--- src/rtl/image_arb_pkg.sv ---
// Shared types and default geometry for the image memory read arbiter.
// The capture side imports the same constants so both agree on the frame memory shape.
package image_arb_pkg;

  typedef enum logic [1:0] {
    IDLE  = 2'd0,
    BURST = 2'd1,
    DRAIN = 2'd2
  } arb_state_e;

  localparam int DEF_NUM_REQ  = 2;
  localparam int DEF_ADDR_W   = 16;
  localparam int DEF_DATA_W   = 12;
  localparam int DEF_MEM_SIZE = 3840;
  localparam int DEF_LEN_W    = 6;

  function automatic int ptr_width(input int n);
    return (n > 1) ? $clog2(n) : 1;
  endfunction

endpackage

--- src/rtl/image_read_arbiter_if.sv ---
// Requester and memory-port bundle of the image read arbiter.
// The master side is the requesters plus the memory; the slave side is the arbiter.
interface image_read_arbiter_if
  import image_arb_pkg::*;
#(
  parameter int NUM_REQ = DEF_NUM_REQ,
  parameter int ADDR_W  = DEF_ADDR_W,
  parameter int DATA_W  = DEF_DATA_W,
  parameter int LEN_W   = DEF_LEN_W
);

  logic [NUM_REQ-1:0]        req;
  logic [NUM_REQ*ADDR_W-1:0] reqAddr;
  logic [NUM_REQ*LEN_W-1:0]  reqLen;
  logic [NUM_REQ-1:0]        ack;
  logic [NUM_REQ-1:0]        rdValid;
  logic                      rdLast;
  logic [DATA_W-1:0]         rdData;
  logic                      memReadEnable;
  logic [ADDR_W-1:0]         memReadAddr;
  logic [DATA_W-1:0]         memReadData;

  modport master (
    output req, reqAddr, reqLen, memReadData,
    input  ack, rdValid, rdLast, rdData, memReadEnable, memReadAddr
  );

  modport slave (
    input  req, reqAddr, reqLen, memReadData,
    output ack, rdValid, rdLast, rdData, memReadEnable, memReadAddr
  );

endinterface

--- src/rtl/image_read_arbiter_rr_arbiter.sv ---
// Combinational round-robin picker: the first requester at or after the pointer wins,
// searching cyclically.
module rr_arbiter
  import image_arb_pkg::*;
#(
  parameter int NUM_REQ = DEF_NUM_REQ,
  parameter int PTR_W   = ptr_width(NUM_REQ)
) (
  input  logic [NUM_REQ-1:0] req,
  input  logic [PTR_W-1:0]   ptr,
  output logic [NUM_REQ-1:0] grant,
  output logic [PTR_W-1:0]   grant_idx,
  output logic               any_grant
);

  localparam logic [PTR_W:0] NUM_REQ_W = (PTR_W+1)'(NUM_REQ);

  logic [2*NUM_REQ-1:0] dbl_s;
  logic [NUM_REQ-1:0]   rot_s;
  logic [PTR_W:0]       sum_s;

  // Rotate the requests so the pointer lands on bit 0, then take the lowest set bit.
  always_comb begin
    dbl_s     = {req, req};
    rot_s     = dbl_s[ptr +: NUM_REQ];
    any_grant = 1'b0;
    sum_s     = '0;
    grant     = '0;
    for (int k = NUM_REQ - 1; k >= 0; k--) begin
      if (rot_s[k]) begin
        any_grant = 1'b1;
        sum_s     = {1'b0, ptr} + (PTR_W+1)'(k);
      end else begin
        sum_s = sum_s;
      end
    end
    if (sum_s >= NUM_REQ_W) begin
      grant_idx = PTR_W'(sum_s - NUM_REQ_W);
    end else begin
      grant_idx = sum_s[PTR_W-1:0];
    end
    if (any_grant) begin
      grant[grant_idx] = 1'b1;
    end else begin
      grant = '0;
    end
  end

endmodule

--- src/rtl/image_read_arbiter.sv ---
// Shares the image frame memory read port between burst requesters: round-robin grant,
// one address per cycle per burst, data steered back to the granted requester.
module image_read_arbiter
  import image_arb_pkg::*;
#(
  parameter int NUM_REQ  = DEF_NUM_REQ,
  parameter int ADDR_W   = DEF_ADDR_W,
  parameter int DATA_W   = DEF_DATA_W,
  parameter int MEM_SIZE = DEF_MEM_SIZE,
  parameter int LEN_W    = DEF_LEN_W
) (
  input  logic                clock,
  input  logic                reset,
  image_read_arbiter_if.slave bus,
  input  logic                captureBusy,
  output logic                busy,
  output logic                error
);

  localparam int PTR_W = ptr_width(NUM_REQ);
  localparam logic [ADDR_W-1:0] LAST_ADDR = ADDR_W'(MEM_SIZE - 1);
  localparam logic [PTR_W-1:0]  LAST_PTR  = PTR_W'(NUM_REQ - 1);

  arb_state_e          state_r, state_s;
  logic [PTR_W-1:0]    ptr_r, ptr_s;
  logic [PTR_W-1:0]    gidx_r, gidx_s;
  logic [PTR_W-1:0]    win_idx_s;
  logic [NUM_REQ-1:0]  win_s;
  logic                win_any_s;
  logic [NUM_REQ-1:0]  ack_r, ack_s;
  logic [NUM_REQ-1:0]  rdv_r, rdv_s;
  logic [LEN_W-1:0]    cnt_r, cnt_s;
  logic [ADDR_W-1:0]   addr_r, addr_s;
  logic                mre_r, mre_s;
  logic                last_r, last_s;
  logic                busy_r, busy_s;
  logic                error_r, error_s;

  rr_arbiter #(
    .NUM_REQ (NUM_REQ),
    .PTR_W   (PTR_W)
  ) u_rr (
    .req       (bus.req),
    .ptr       (ptr_r),
    .grant     (win_s),
    .grant_idx (win_idx_s),
    .any_grant (win_any_s)
  );

  // Next-state and next-output decode; every output comes straight from a register.
  always_comb begin
    state_s = state_r;
    ptr_s   = ptr_r;
    gidx_s  = gidx_r;
    cnt_s   = cnt_r;
    addr_s  = addr_r;
    mre_s   = mre_r;
    ack_s   = '0;
    rdv_s   = '0;
    rdv_s[gidx_r] = mre_r;
    // The beat whose address went out with the counter at zero is the burst's last.
    last_s  = mre_r && (cnt_r == '0);
    error_s = error_r | (captureBusy && (state_r != IDLE));
    case (state_r)
      IDLE: begin
        if (win_any_s && !captureBusy) begin
          state_s = BURST;
          ack_s   = win_s;
          mre_s   = 1'b1;
          addr_s  = bus.reqAddr[win_idx_s*ADDR_W +: ADDR_W];
          cnt_s   = bus.reqLen[win_idx_s*LEN_W +: LEN_W];
          ptr_s   = (win_idx_s == LAST_PTR) ? '0 : win_idx_s + 1'b1;
          gidx_s  = win_idx_s;
        end else begin
          mre_s = 1'b0;
        end
      end
      BURST: begin
        if (cnt_r == '0) begin
          mre_s   = 1'b0;
          state_s = DRAIN;
        end else begin
          addr_s = (addr_r == LAST_ADDR) ? '0 : addr_r + 1'b1;
          cnt_s  = cnt_r - 1'b1;
        end
      end
      DRAIN: begin
        state_s = IDLE;
      end
      default: begin
        state_s = IDLE;
        mre_s   = 1'b0;
      end
    endcase
    busy_s = (state_s != IDLE);
  end

  // State and output registers; reset abandons any burst in flight.
  always_ff @(posedge clock or posedge reset) begin
    if (reset) begin
      state_r <= IDLE;
      ptr_r   <= '0;
      gidx_r  <= '0;
      cnt_r   <= '0;
      addr_r  <= '0;
      mre_r   <= 1'b0;
      ack_r   <= '0;
      rdv_r   <= '0;
      last_r  <= 1'b0;
      busy_r  <= 1'b0;
      error_r <= 1'b0;
    end else begin
      state_r <= state_s;
      ptr_r   <= ptr_s;
      gidx_r  <= gidx_s;
      cnt_r   <= cnt_s;
      addr_r  <= addr_s;
      mre_r   <= mre_s;
      ack_r   <= ack_s;
      rdv_r   <= rdv_s;
      last_r  <= last_s;
      busy_r  <= busy_s;
      error_r <= error_s;
    end
  end

  assign bus.ack           = ack_r;
  assign bus.rdValid       = rdv_r;
  assign bus.rdLast        = last_r;
  assign bus.rdData        = bus.memReadData;
  assign bus.memReadEnable = mre_r;
  assign bus.memReadAddr   = addr_r;
  assign busy              = busy_r;
  assign error             = error_r;

endmodule

--- src/flat_wrapper.sv ---
// flat-port wrapper written by rule: the top's interface ports become plain ports
module image_read_arbiter_flat import image_arb_pkg::*;
#(
  parameter int NUM_REQ  = DEF_NUM_REQ,
  parameter int ADDR_W   = DEF_ADDR_W,
  parameter int DATA_W   = DEF_DATA_W,
  parameter int MEM_SIZE = DEF_MEM_SIZE,
  parameter int LEN_W    = DEF_LEN_W
)
  (clock, reset, captureBusy, busy, error, bus_req, bus_reqAddr, bus_reqLen, bus_memReadData, bus_ack, bus_rdValid, bus_rdLast, bus_rdData, bus_memReadEnable, bus_memReadAddr);
  image_read_arbiter_if #(.NUM_REQ(NUM_REQ), .ADDR_W(ADDR_W), .DATA_W(DATA_W), .LEN_W(LEN_W)) bus_i ();
  input  logic clock;
  input  logic reset;
  input  logic captureBusy;
  output logic busy;
  output logic error;
  input wire logic [$bits(bus_i.req)-1:0] bus_req;
  input wire logic [$bits(bus_i.reqAddr)-1:0] bus_reqAddr;
  input wire logic [$bits(bus_i.reqLen)-1:0] bus_reqLen;
  input wire logic [$bits(bus_i.memReadData)-1:0] bus_memReadData;
  output wire logic [$bits(bus_i.ack)-1:0] bus_ack;
  output wire logic [$bits(bus_i.rdValid)-1:0] bus_rdValid;
  output wire logic [$bits(bus_i.rdLast)-1:0] bus_rdLast;
  output wire logic [$bits(bus_i.rdData)-1:0] bus_rdData;
  output wire logic [$bits(bus_i.memReadEnable)-1:0] bus_memReadEnable;
  output wire logic [$bits(bus_i.memReadAddr)-1:0] bus_memReadAddr;
  assign bus_i.req = bus_req;
  assign bus_i.reqAddr = bus_reqAddr;
  assign bus_i.reqLen = bus_reqLen;
  assign bus_i.memReadData = bus_memReadData;
  assign bus_ack = bus_i.ack;
  assign bus_rdValid = bus_i.rdValid;
  assign bus_rdLast = bus_i.rdLast;
  assign bus_rdData = bus_i.rdData;
  assign bus_memReadEnable = bus_i.memReadEnable;
  assign bus_memReadAddr = bus_i.memReadAddr;
  image_read_arbiter #(.NUM_REQ(NUM_REQ), .ADDR_W(ADDR_W), .DATA_W(DATA_W), .MEM_SIZE(MEM_SIZE), .LEN_W(LEN_W)) u_core (.clock(clock), .reset(reset), .bus(bus_i), .captureBusy(captureBusy), .busy(busy), .error(error));
endmodule
--- config.mk ---
export PLATFORM = sky130hd
export DESIGN_NAME = image_read_arbiter_flat
export DESIGN_NICKNAME = d
export VERILOG_FILES = /design/src/rtl/image_arb_pkg.sv /design/src/rtl/image_read_arbiter_if.sv /design/src/rtl/image_read_arbiter_rr_arbiter.sv /design/src/rtl/image_read_arbiter.sv /design/src/flat_wrapper.sv
export SDC_FILE = /design/constraint.sdc
export NUM_CORES = 1
export LEC_CHECK = 0
export ABC_AREA = 1
export CELL_PAD_IN_SITES_DETAIL_PLACEMENT = 0
export CELL_PAD_IN_SITES_GLOBAL_PLACEMENT = 1
export CORE_ASPECT_RATIO = 1.2
export CORE_UTILIZATION = 46
export CTS_CLUSTER_DIAMETER = 200
export DETAILED_ROUTE_END_ITERATION = 6
export DONT_BUFFER_PORTS = 1
export PLACE_DENSITY = 0.87
export SYNTH_ARGS = -nofsm -noshare
export SYNTH_HDL_FRONTEND = slang
export SYNTH_SLANG_ARGS = --single-unit
--- constraint.sdc ---
create_clock -name clock -period 4.5 [get_ports clock]
set_clock_uncertainty 0.2 [all_clocks]
set_input_delay 0.225 -clock clock [delete_from_list [all_inputs] [get_ports clock]]
set_output_delay 0.225 -clock clock [all_outputs]
set_load 0.05 [all_outputs]
==> impl_metrics.env, run 1 <==
export IMPL_status="finished, violations left"
export IMPL_violations="hold timing"
export IMPL_syn_inst=354
export IMPL_dieArea_um2=5510
export IMPL_first_pass_iters=4
export IMPL_drive_above_1_share_pct=9.28
export IMPL_cts_tree="done"
export IMPL_yosysWarnings=0
export IMPL_antenna_cells=0
export IMPL_drtIter0Drc=92
export IMPL_syn_area_um2=2400
export IMPL_numCtsBuffers=5
export IMPL_syn_avg_cell_area_um2=6.78
export IMPL_grt_overflow=0
export IMPL_cts_buffer_depth=2
export IMPL_synthAdderAreaFrac_pct=1.04
export IMPL_clkLatencyLatePin_ns=0.29
export IMPL_grt_max_degree=37
export IMPL_htreeDepth=2
export IMPL_seq_area_um2=851
export IMPL_postCtsSetupBuffers=0
export IMPL_maxCapViolCount=0
export IMPL_synth_top_area_share_pct=35.5
export IMPL_yosys_area_share_simple_pct=35.8
export IMPL_fmax_mhz=470
export IMPL_synthTopCellsByArea="dfrtp_1 (35%), nand2_1 (17%), inv_1 (6.3%)"
export IMPL_vias=2141
export IMPL_synth_compound_area_share_pct=10.8
export IMPL_via_per_inst=5.29
export IMPL_required_ns=4.48
export IMPL_hold_viol_final=1
export IMPL_wirelength_um=5610
export IMPL_nFillCells=519
export IMPL_synthMuxAreaShare_pct=0
export IMPL_synth_top_family_by_area="simple AND/OR/NAND/NOR gates"
export IMPL_seq_area_frac_synth_pct=35.5
export IMPL_multi_input_area_um2=1200
export IMPL_io_buffers=0
export IMPL_maxSlewViolCount=0
export IMPL_finalNetCount=407
export IMPL_fin_area_um2=2470
export IMPL_crit_fanout=10
export IMPL_arrival_ns=2.11
export IMPL_drtAntennaViolNets=0
export IMPL_cts_root_buffer="clkbuf_8"
export IMPL_post_dp_hpwl_um=4040
export IMPL_ctsResizeCount=0
export IMPL_hold_path_class="in2reg"
export IMPL_cp_end_kind="flop"
export IMPL_finalPower_mw=2.06
export IMPL_grt_pass1_vias=1966
export IMPL_track_usage_pct=22.1
export IMPL_die_w_um=67.9
export IMPL_synth_fp_nets=417
export IMPL_synthDistinctLibCells=26
export IMPL_place_congestion=0.916
export IMPL_cts_sinks=34
export IMPL_cp_start_kind="flop"
export IMPL_dpl_cell_area_um2=2310
export IMPL_cts_hold_buf=5
export IMPL_layout_min_cycle_time_ns=2.13
export IMPL_clkTransAtPathRegs_ns=0.07
export IMPL_fin_setup_tns_ns=0
export IMPL_yosysTopAreaCell="dfrtp_1"
export IMPL_drc=0
export IMPL_finalCritPeriodShare_pct=47.3
export IMPL_rows=28
export IMPL_antenna_found_initial=0
export IMPL_ys_seq_elements=34
export IMPL_die_y_um=81.1
export IMPL_grt_pass1_wl_um=8940
export IMPL_setup_violations=0
export IMPL_worstMarginPinSlew_ns=0.698
export IMPL_start_util_pct=48.2
export IMPL_area_growth_pct=2.76
export IMPL_ir_drop_mv=0.538
export IMPL_leakage_nw=1.30
export IMPL_avgRoutedWirePerCell_um=13.9
export IMPL_slew_headroom_pct=53.5
export IMPL_power_density_nw_per_um2=834
export IMPL_synth_xor_area_share_pct=2.19
export IMPL_path_class="reg2reg"
export IMPL_ioPinCount=97
export IMPL_hold_worst_slack_ns=-0.00197
export IMPL_core_area_um2=4970
export IMPL_rsz0062_at_grt="false"
## synthesized netlist by cell type
master	count
nand3_1	28
o21ai_1	4
nor2_4	4
a21oi_2	2
o21bai_1	5
o211ai_1	4
buf_6	3
xnor2_1	1
nand2_2	4
ha_1	2
inv_4	1
nand4_2	1
nand2_8	1
inv_2	5
xor2_1	5
dfrtp_1	34
o21ai_0	20
buf_4	17
or2_2	2
nor2_1	40
a21oi_1	11
inv_1	40
nor2_2	3
buf_2	3
nand2_1	111
nand4_1	3
## sequential cells by signal (all words and copies together), names as in the netlist
| name | flops |
|---|---|
| u_core.bus.rdLast | 1 |
| u_core.cnt_r | 6 |
| u_core.ptr_r | 1 |
| u_core.bus.memReadAddr | 16 |
| u_core.busy | 1 |
| u_core.error | 1 |
| u_core.bus.memReadEnable | 1 |
| u_core.state_r | 2 |
| u_core.bus.ack | 2 |
| u_core.bus.rdValid | 2 |
| u_core.gidx_r | 1 |
## per-stage QoR
stage | utilization [%] | instances | setup WS (ns)
floorplan | - | 354 | 2.59
global placement | 46.4 | 392 | 2.45
detailed placement | 46.4 | 392 | 2.40
CTS | 49.6 | 405 | 2.39
global route | 49.6 | 405 | 2.23
finish | 49.6 | 405 | 2.37
## layer usage
layer | global-route usage (%) | routed length, µm | vias up
met5 | 0 | 0 | -
met4 | 7.92 | 70 | 0
met3 | 5.90 | 314 | 6
met2 | 36.6 | 2820 | 53
met1 | 27.2 | 2410 | 1013
li1 | - | - | 1069
## critical path, stage by stage, from the launching register on
cell and delay (ns):
dfrtp_1 0.71, ha_1 0.28, nand3_1 0.14, inv_1 0.14, nand2_2 0.10, nor2_4 0.13, nor2_4 0.07, nand2_1 0.09
nand2_1 0.05, nand2_1 0.06, nand2_1 0.05
## worst paths after layout
check | depth (start not counted) | start | slack (ns) | to
setup / recovery | 10 | u_core.bus.memReadAddr[0] | 2.37 | u_core.bus.memReadAddr[0]
hold / removal | 4 | bus_reqAddr[29] | -0.002 | u_core.bus.memReadAddr[13]
setup reg to reg | 10 | u_core.bus.memReadAddr[0] | 2.37 | u_core.bus.memReadAddr[0]
hold reg to reg | 1 | u_core.gidx_r | 0.26 | u_core.bus.rdValid[0]
max in group asynchronous | 3 | reset | 3.51 | u_core.ptr_r
min in group asynchronous | 3 | reset | 0.27 | u_core.bus.ack[1]
## area by class of cell
| class | count | share of cell area (%) |
|---|---|---|
| clock buffer | 8 | 4.46 |
| inverter | 46 | 7.10 |
| multi-input combinational | 251 | 48.6 |
| sequential | 34 | 34.5 |
| tap | 60 | 3.04 |
| timing repair buffer | 6 | 2.33 |
## cell usage in the layout, fill, tap and decap left out, drive strengths merged, types with 4 or more instances in the layout
cell	n
a21oi	13
clkbuf	8
dfrtp	34
dlygate4sd3	5
inv	46
nand2	116
nand3	28
nand4	4
nor2	47
o211ai	4
o21ai	24
o21bai	5
xor2	5
## power by group
part	internal [mW]	switching (mW)
Clock	0.155	0.116
Sequential	0.437	0.481
Combinational	0.301	0.566
Total	0.893	1.16
## cell families (layout without fill, tap and decap cells)
kind of cell,count (synthesis),in the layout
AND/OR/NAND/NOR,197,197
AO/OA/AOI/OAI,46,46
XOR/XNOR,6,6
adder cells (fa/ha/maj),2,2
flip-flops,34,34
buffers and inverters,69,60
Note: power is estimated with default switching activity, not from simulation.
==> inputs of run 2 (changes only) <==
CORE_UTILIZATION = 39   (was 46)
PLACE_DENSITY = 0.79   (was 0.87)
clock period = 1.8 ns   (was 4.5 ns; I/O delays follow)
==> impl_metrics.env, run 2 (synthesis gave the netlist of run 1 again) <==
export IMPL_status="finished, final reports clean"
export IMPL_area_growth_pct=35.5
export IMPL_clkTransAtPathRegs_ns=0.07
export IMPL_die_w_um=73.6
export IMPL_required_ns=1.78
export IMPL_cp_end_kind="flop"
export IMPL_dpl_cell_area_um2=2510
export IMPL_fin_area_um2=3250
export IMPL_antenna_found_initial=0
export IMPL_finalCritPeriodShare_pct=92.5
export IMPL_avgRoutedWirePerCell_um=13.8
export IMPL_cp_start_kind="flop"
export IMPL_arrival_ns=1.65
export IMPL_path_class="reg2reg"
export IMPL_leakage_nw=1.63
export IMPL_crit_fanout=5
export IMPL_worstMarginPinSlew_ns=0.501
export IMPL_maxCapViolCount=0
export IMPL_cts_sinks=34
export IMPL_finalPower_mw=5.83
export IMPL_dieArea_um2=6470
export IMPL_worstReg2RegEnd="u_core.bus.memReadAddr[0]"
export IMPL_regToRegSetupSlack_ns=0.13
export IMPL_path_delay_family="simple AND/OR/NAND/NOR gates"
export IMPL_grt_pass1_vias=2422
export IMPL_io_buffers=0
export IMPL_drc=0
export IMPL_grt_max_degree=37
export IMPL_grt_overflow=0
export IMPL_drtIter0Drc=96
export IMPL_crit_buf_inv=1
export IMPL_cts_buffer_depth=2
export IMPL_power_density_nw_per_um2=1790
export IMPL_cts_root_buffer="clkbuf_8"
export IMPL_min_path_cells=6
export IMPL_critPathMaxStageDelay_ns=0.40
export IMPL_critPathLaunch="u_core.bus.memReadAddr[0]"
export IMPL_worstPathCellList="ha_2 -> nand3_2 -> inv_2 -> nand2_2 -> nor2_4 -> nor2_4 -> nand2_1 -> nand2_1 -> nand2_1 -> nand2_1"
export IMPL_maxSlewViolCount=0
export IMPL_start_util_pct=41.5
export IMPL_core_area_um2=5780
export IMPL_rows=30
export IMPL_place_inst=436
export IMPL_rsz0062_at_grt="false"
export IMPL_cts_tree="done"
export IMPL_crit_reg2reg_launch="u_core.bus.memReadAddr[0]"
export IMPL_antenna_cells=0
export IMPL_slew_headroom_pct=66.5
export IMPL_setup_violations=0
export IMPL_largest_register_ffs=16
export IMPL_hold_viol_final=0
export IMPL_path_common_cell="nand2_1"
export IMPL_first_pass_iters=4
export IMPL_via_per_inst=4.84
export IMPL_post_dp_hpwl_um=4340
export IMPL_wirelength_um=6980
export IMPL_crit_slowest_cell="dfrtp_2"
export IMPL_clkLatencyLatePin_ns=0.29
export IMPL_htreeDepth=2
export IMPL_mostFrequentLayoutCells="nand2_1 (111), dlygate4sd3_1 (57), inv_1 (39), nor2_1 (39), dfrtp_1 (32)"
export IMPL_hold_start="bus_reqAddr[5]"
export IMPL_fmax_mhz=600
export IMPL_drtAntennaViolNets=0
export IMPL_reg2reg_depth=10
export IMPL_ir_drop_mv=0.769
export IMPL_hold_end="u_core.bus.memReadAddr[5]"
export IMPL_layout_min_cycle_time_ns=1.67
export IMPL_finalNonFillerCells=504
export IMPL_final_util_pct=56.3
export IMPL_track_usage_pct=22.9
export IMPL_place_congestion=0.808
export IMPL_ioPinCount=97
export IMPL_die_y_um=87.9
export IMPL_finalNetCount=486
export IMPL_grt_pass1_wl_um=11200
export IMPL_drive_above_1_share_pct=15.8
export IMPL_numCtsBuffers=5
export IMPL_vias=2439
export IMPL_hold_path_class="in2reg"
export IMPL_final_common_cell="nand2_1"
-- run 2: cell count changes in the layout (fill, tap and decap cells not counted), sizes merged, moves of 2 or more --
cell         previous run  this run
clkinv                  0         2
clkbuf                  8         5
dlygate4sd3             5        57
buf                     1        26
-- run 2: worst max path at each step --
| stage | end | slack [ns] | cells past startpoint |
|---|---|---|---|
| final | u_core.bus.memReadAddr[0] | 0.13 | 10 |
| after global routing | u_core.bus.memReadAddr[15] | 0.005 | 8 |
| after CTS | u_core.bus.memReadAddr[12] | 0.02 | 8 |
| after detailed placement | u_core.cnt_r[2] | -0.002 | 7 |
| after global placement | u_core.cnt_r[5] | 0.03 | 8 |
| after floorplan | u_core.bus.memReadAddr[9] | 0.04 | 8 |
-- run 2: report_power, final --
group / total [mW] / switching, mW / internal [mW]
Sequential: 1.60 / 0.488 / 1.11
Clock: 0.576 / 0.305 / 0.272
Combinational: 3.65 / 2.42 / 1.23
Total: 5.83 / 3.22 / 2.61
-- run 2: what timing repair did --
action	CTS	global route
endpoints found under the setup margin	7	23
gates cloned	1	1
hold buffers	57	0
pin swaps	1	4
setup buffers	0	1
endpoints found under the hold margin	73	0
gates resized for setup	2	14
-- run 2: metal layers --
layer,track usage [%],wire [µm],vias to the layer above
li1,-,-,1232
met4,11.2,231,0
met2,38.7,3440,80
met5,0,0,-
met3,4.14,260,20
met1,27.9,3040,1107
-- run 2: tightest hold or removal path, cell delays in order --
cell,delay (ns)
inv_1,0.02
nand2_1,0.08
nand3_1,0.08
nand2_1,0.11
a21oi_2,0.04
nor2_1,0.08
-- run 2: cell type report --
cell class | instances | area, µm²
multi-input combinational | 253 | 1260
fill | 571 | 2530
timing repair buffer | 83 | 766
inverter | 46 | 183
clock inverter | 3 | 21.3
sequential | 34 | 853
tap | 80 | 100
clock buffer | 5 | 68.8
-- run 2: per-stage QoR --
step,worst slack (ns),setup TNS [ns],hold WS (ns)
floorplan,0.0388,0,0.0315
global placement,0.0347,0,-0.0904
detailed placement,-0.00234,-0.00456,-0.0823
CTS,0.0236,0,0.0209
global route,0.00460,0,0.106
finish,0.135,0,0.0526
==> inputs of run 3 (changes only) <==
--- a/config.mk
+++ b/config.mk
@@ -16,2 +16,3 @@
 export PLACE_DENSITY = 0.79
+export SLEW_MARGIN = 15
 export SYNTH_ARGS = -nofsm -noshare
==> constraint.sdc (replaced) <==
create_clock -name clock -period 1.8 [get_ports clock]
set_clock_uncertainty 0.2 [all_clocks]
set_input_delay 0 -clock clock [delete_from_list [all_inputs] [get_ports clock]]
set_output_delay 0 -clock clock [all_outputs]
set_load 0.05 [all_outputs]
==> impl_metrics.env, run 3 (synthesis gave the netlist of run 1 again) <==
export IMPL_status="finished, final reports clean"
export IMPL_crit_slowest_cell="dfrtp_2"
export IMPL_hold_path_class="in2async"
export IMPL_regToRegSetupSlack_ns=0.11
export IMPL_worstMarginPinSlew_ns=0.771
export IMPL_die_y_um=87.9
export IMPL_cp_depth=10
export IMPL_drtAntennaViolNets=0
export IMPL_cts_sinks=34
export IMPL_fmax_mhz=592
export IMPL_dieArea_um2=6470
export IMPL_ir_drop_mv=0.940
export IMPL_drive_above_1_share_pct=16.3
export IMPL_ioPinCount=97
export IMPL_area_growth_pct=39.1
export IMPL_crit_reg2reg_launch="u_core.bus.memReadAddr[0]"
export IMPL_largest_register_ffs=16
export IMPL_place_congestion=0.814
export IMPL_io_buffers=0
export IMPL_power_density_nw_per_um2=1830
export IMPL_crit_end="u_core.bus.memReadAddr[1]"
export IMPL_maxSlewViolCount=0
export IMPL_drtIter0Drc=133
export IMPL_path_common_cell="nand2_1"
export IMPL_critPathMaxStageDelay_ns=0.40
export IMPL_avgRoutedWirePerCell_um=13.8
export IMPL_layout_min_cycle_time_ns=1.69
export IMPL_die_w_um=73.6
export IMPL_grt_overflow=0
export IMPL_start_util_pct=41.5
export IMPL_finalNetCount=491
export IMPL_leakage_nw=1.68
export IMPL_track_usage_pct=22.0
export IMPL_via_per_inst=4.93
export IMPL_required_ns=1.79
export IMPL_clkTransAtPathRegs_ns=0.08
export IMPL_grt_pass1_wl_um=10800
export IMPL_path_class="reg2reg"
export IMPL_crit_buf_inv=1
export IMPL_maxCapViolCount=0
export IMPL_rows=30
export IMPL_critPathLaunch="u_core.bus.memReadAddr[0]"
export IMPL_worstPathCellList="ha_2 -> nand3_2 -> inv_1 -> nand2_2 -> nor2_4 -> nor2_4 -> nand2_1 -> nand2_1 -> nand2_1 -> nand2_1"
export IMPL_reg2reg_depth=10
export IMPL_cp_end_kind="flop"
export IMPL_mostFrequentLayoutCells="nand2_1 (111), dlygate4sd3_1 (60), inv_1 (39), nor2_1 (39), dfrtp_1 (32)"
export IMPL_vias=2509
export IMPL_hold_worst_slack_ns=0.0699
export IMPL_worstReg2RegEnd="u_core.bus.memReadAddr[1]"
export IMPL_cts_root_buffer="clkbuf_8"
export IMPL_finalPower_mw=6.12
export IMPL_grt_max_degree=37
export IMPL_antenna_found_initial=0
export IMPL_finalCritPeriodShare_pct=93.9
export IMPL_finalNonFillerCells=509
export IMPL_cts_tree="done"
export IMPL_numCtsBuffers=5
export IMPL_first_pass_iters=4
export IMPL_cp_start_kind="flop"
export IMPL_final_common_cell="nand2_1"
export IMPL_drc=0
export IMPL_crit_fanout=5
export IMPL_htreeDepth=2
export IMPL_arrival_ns=1.68
export IMPL_nFillCells=569
export IMPL_post_dp_hpwl_um=4500
export IMPL_wirelength_um=7030
export IMPL_hold_viol_final=0
export IMPL_path_delay_family="simple AND/OR/NAND/NOR gates"
export IMPL_clkLatencyLatePin_ns=0.30
export IMPL_grt_pass1_vias=2370
export IMPL_rsz0062_at_grt="false"
export IMPL_multi_input_area_um2=1250
export IMPL_slew_headroom_pct=48.6
export IMPL_fin_setup_tns_ns=0
export IMPL_setup_violations=0
export IMPL_antenna_cells=0
export IMPL_place_inst=438
export IMPL_seq_area_um2=853
export IMPL_core_area_um2=5780
export IMPL_cts_buffer_depth=2
## run 3: cell count changes in the layout (fill, tap and decap cells not counted), sizes merged
| cell | previous run | this run |
|---|---|---|
| bufinv | 0 | 2 |
| clkinvlp | 1 | 0 |
| buf | 26 | 28 |
| clkinv | 2 | 1 |
| dlygate4sd3 | 57 | 60 |
## run 3: power by group
| group | total (mW) | switching [mW] | internal, mW |
|---|---|---|---|
| logic | 3.65 | 2.41 | 1.24 |
| registers | 1.61 | 0.493 | 1.11 |
| clock network | 0.864 | 0.309 | 0.555 |
## run 3: area by class of cell
type	count	share of cell area (%)
Clock buffer	5	2.06
Clock inverter	3	2.06
Inverter	46	5.40
Multi-Input combinational cell	253	37.6
Sequential cell	34	25.6
Tap cell	80	3.00
Timing Repair Buffer	88	24.3
## run 3: metrics by stage
stage	instance area, µm²	util, %	worst slack, ns
after global routing	3340	57.7	0.00370
after CTS	3270	56.6	-0.00201
after global placement	2530	43.7	0.0364
final	3340	57.7	0.110
after detailed placement	2530	43.7	-0.0114
after floorplan	2400	-	0.0388
## run 3: worst min-delay path by stage
stage,start,end,slack [ns],cells after the start
finish,reset,u_core.bus.memReadAddr[2],0.07,2
global route,reset,u_core.bus.memReadAddr[2],0.15,2
CTS,reset,u_core.bus.memReadAddr[2],0.11,2
detailed placement,bus_memReadData[1],bus_rdData[1],-0.20,0
global placement,bus_memReadData[1],bus_rdData[1],-0.20,0
floorplan,reset,u_core.bus.ack[0],-0.06,1
## run 3: what timing repair did
action / 4_1_cts / 5_1_grt
buffers inserted: 0 / 1
setup endpoints to repair: 9 / 23
endpoints found under the hold margin: 58 / 0
pin swaps: 0 / 4
cloned: 0 / 2
gates resized for setup: 1 / 12
hold buffers: 60 / 0
## run 3: routing by layer
layer | track usage (%) | vias up | routed length [µm]
li1 | - | 1238 | -
met1 | 27.2 | 1184 | 2980
met2 | 37.1 | 72 | 3640
met3 | 4.03 | 15 | 266
met4 | 9.62 | 0 | 147
met5 | 0 | - | 0
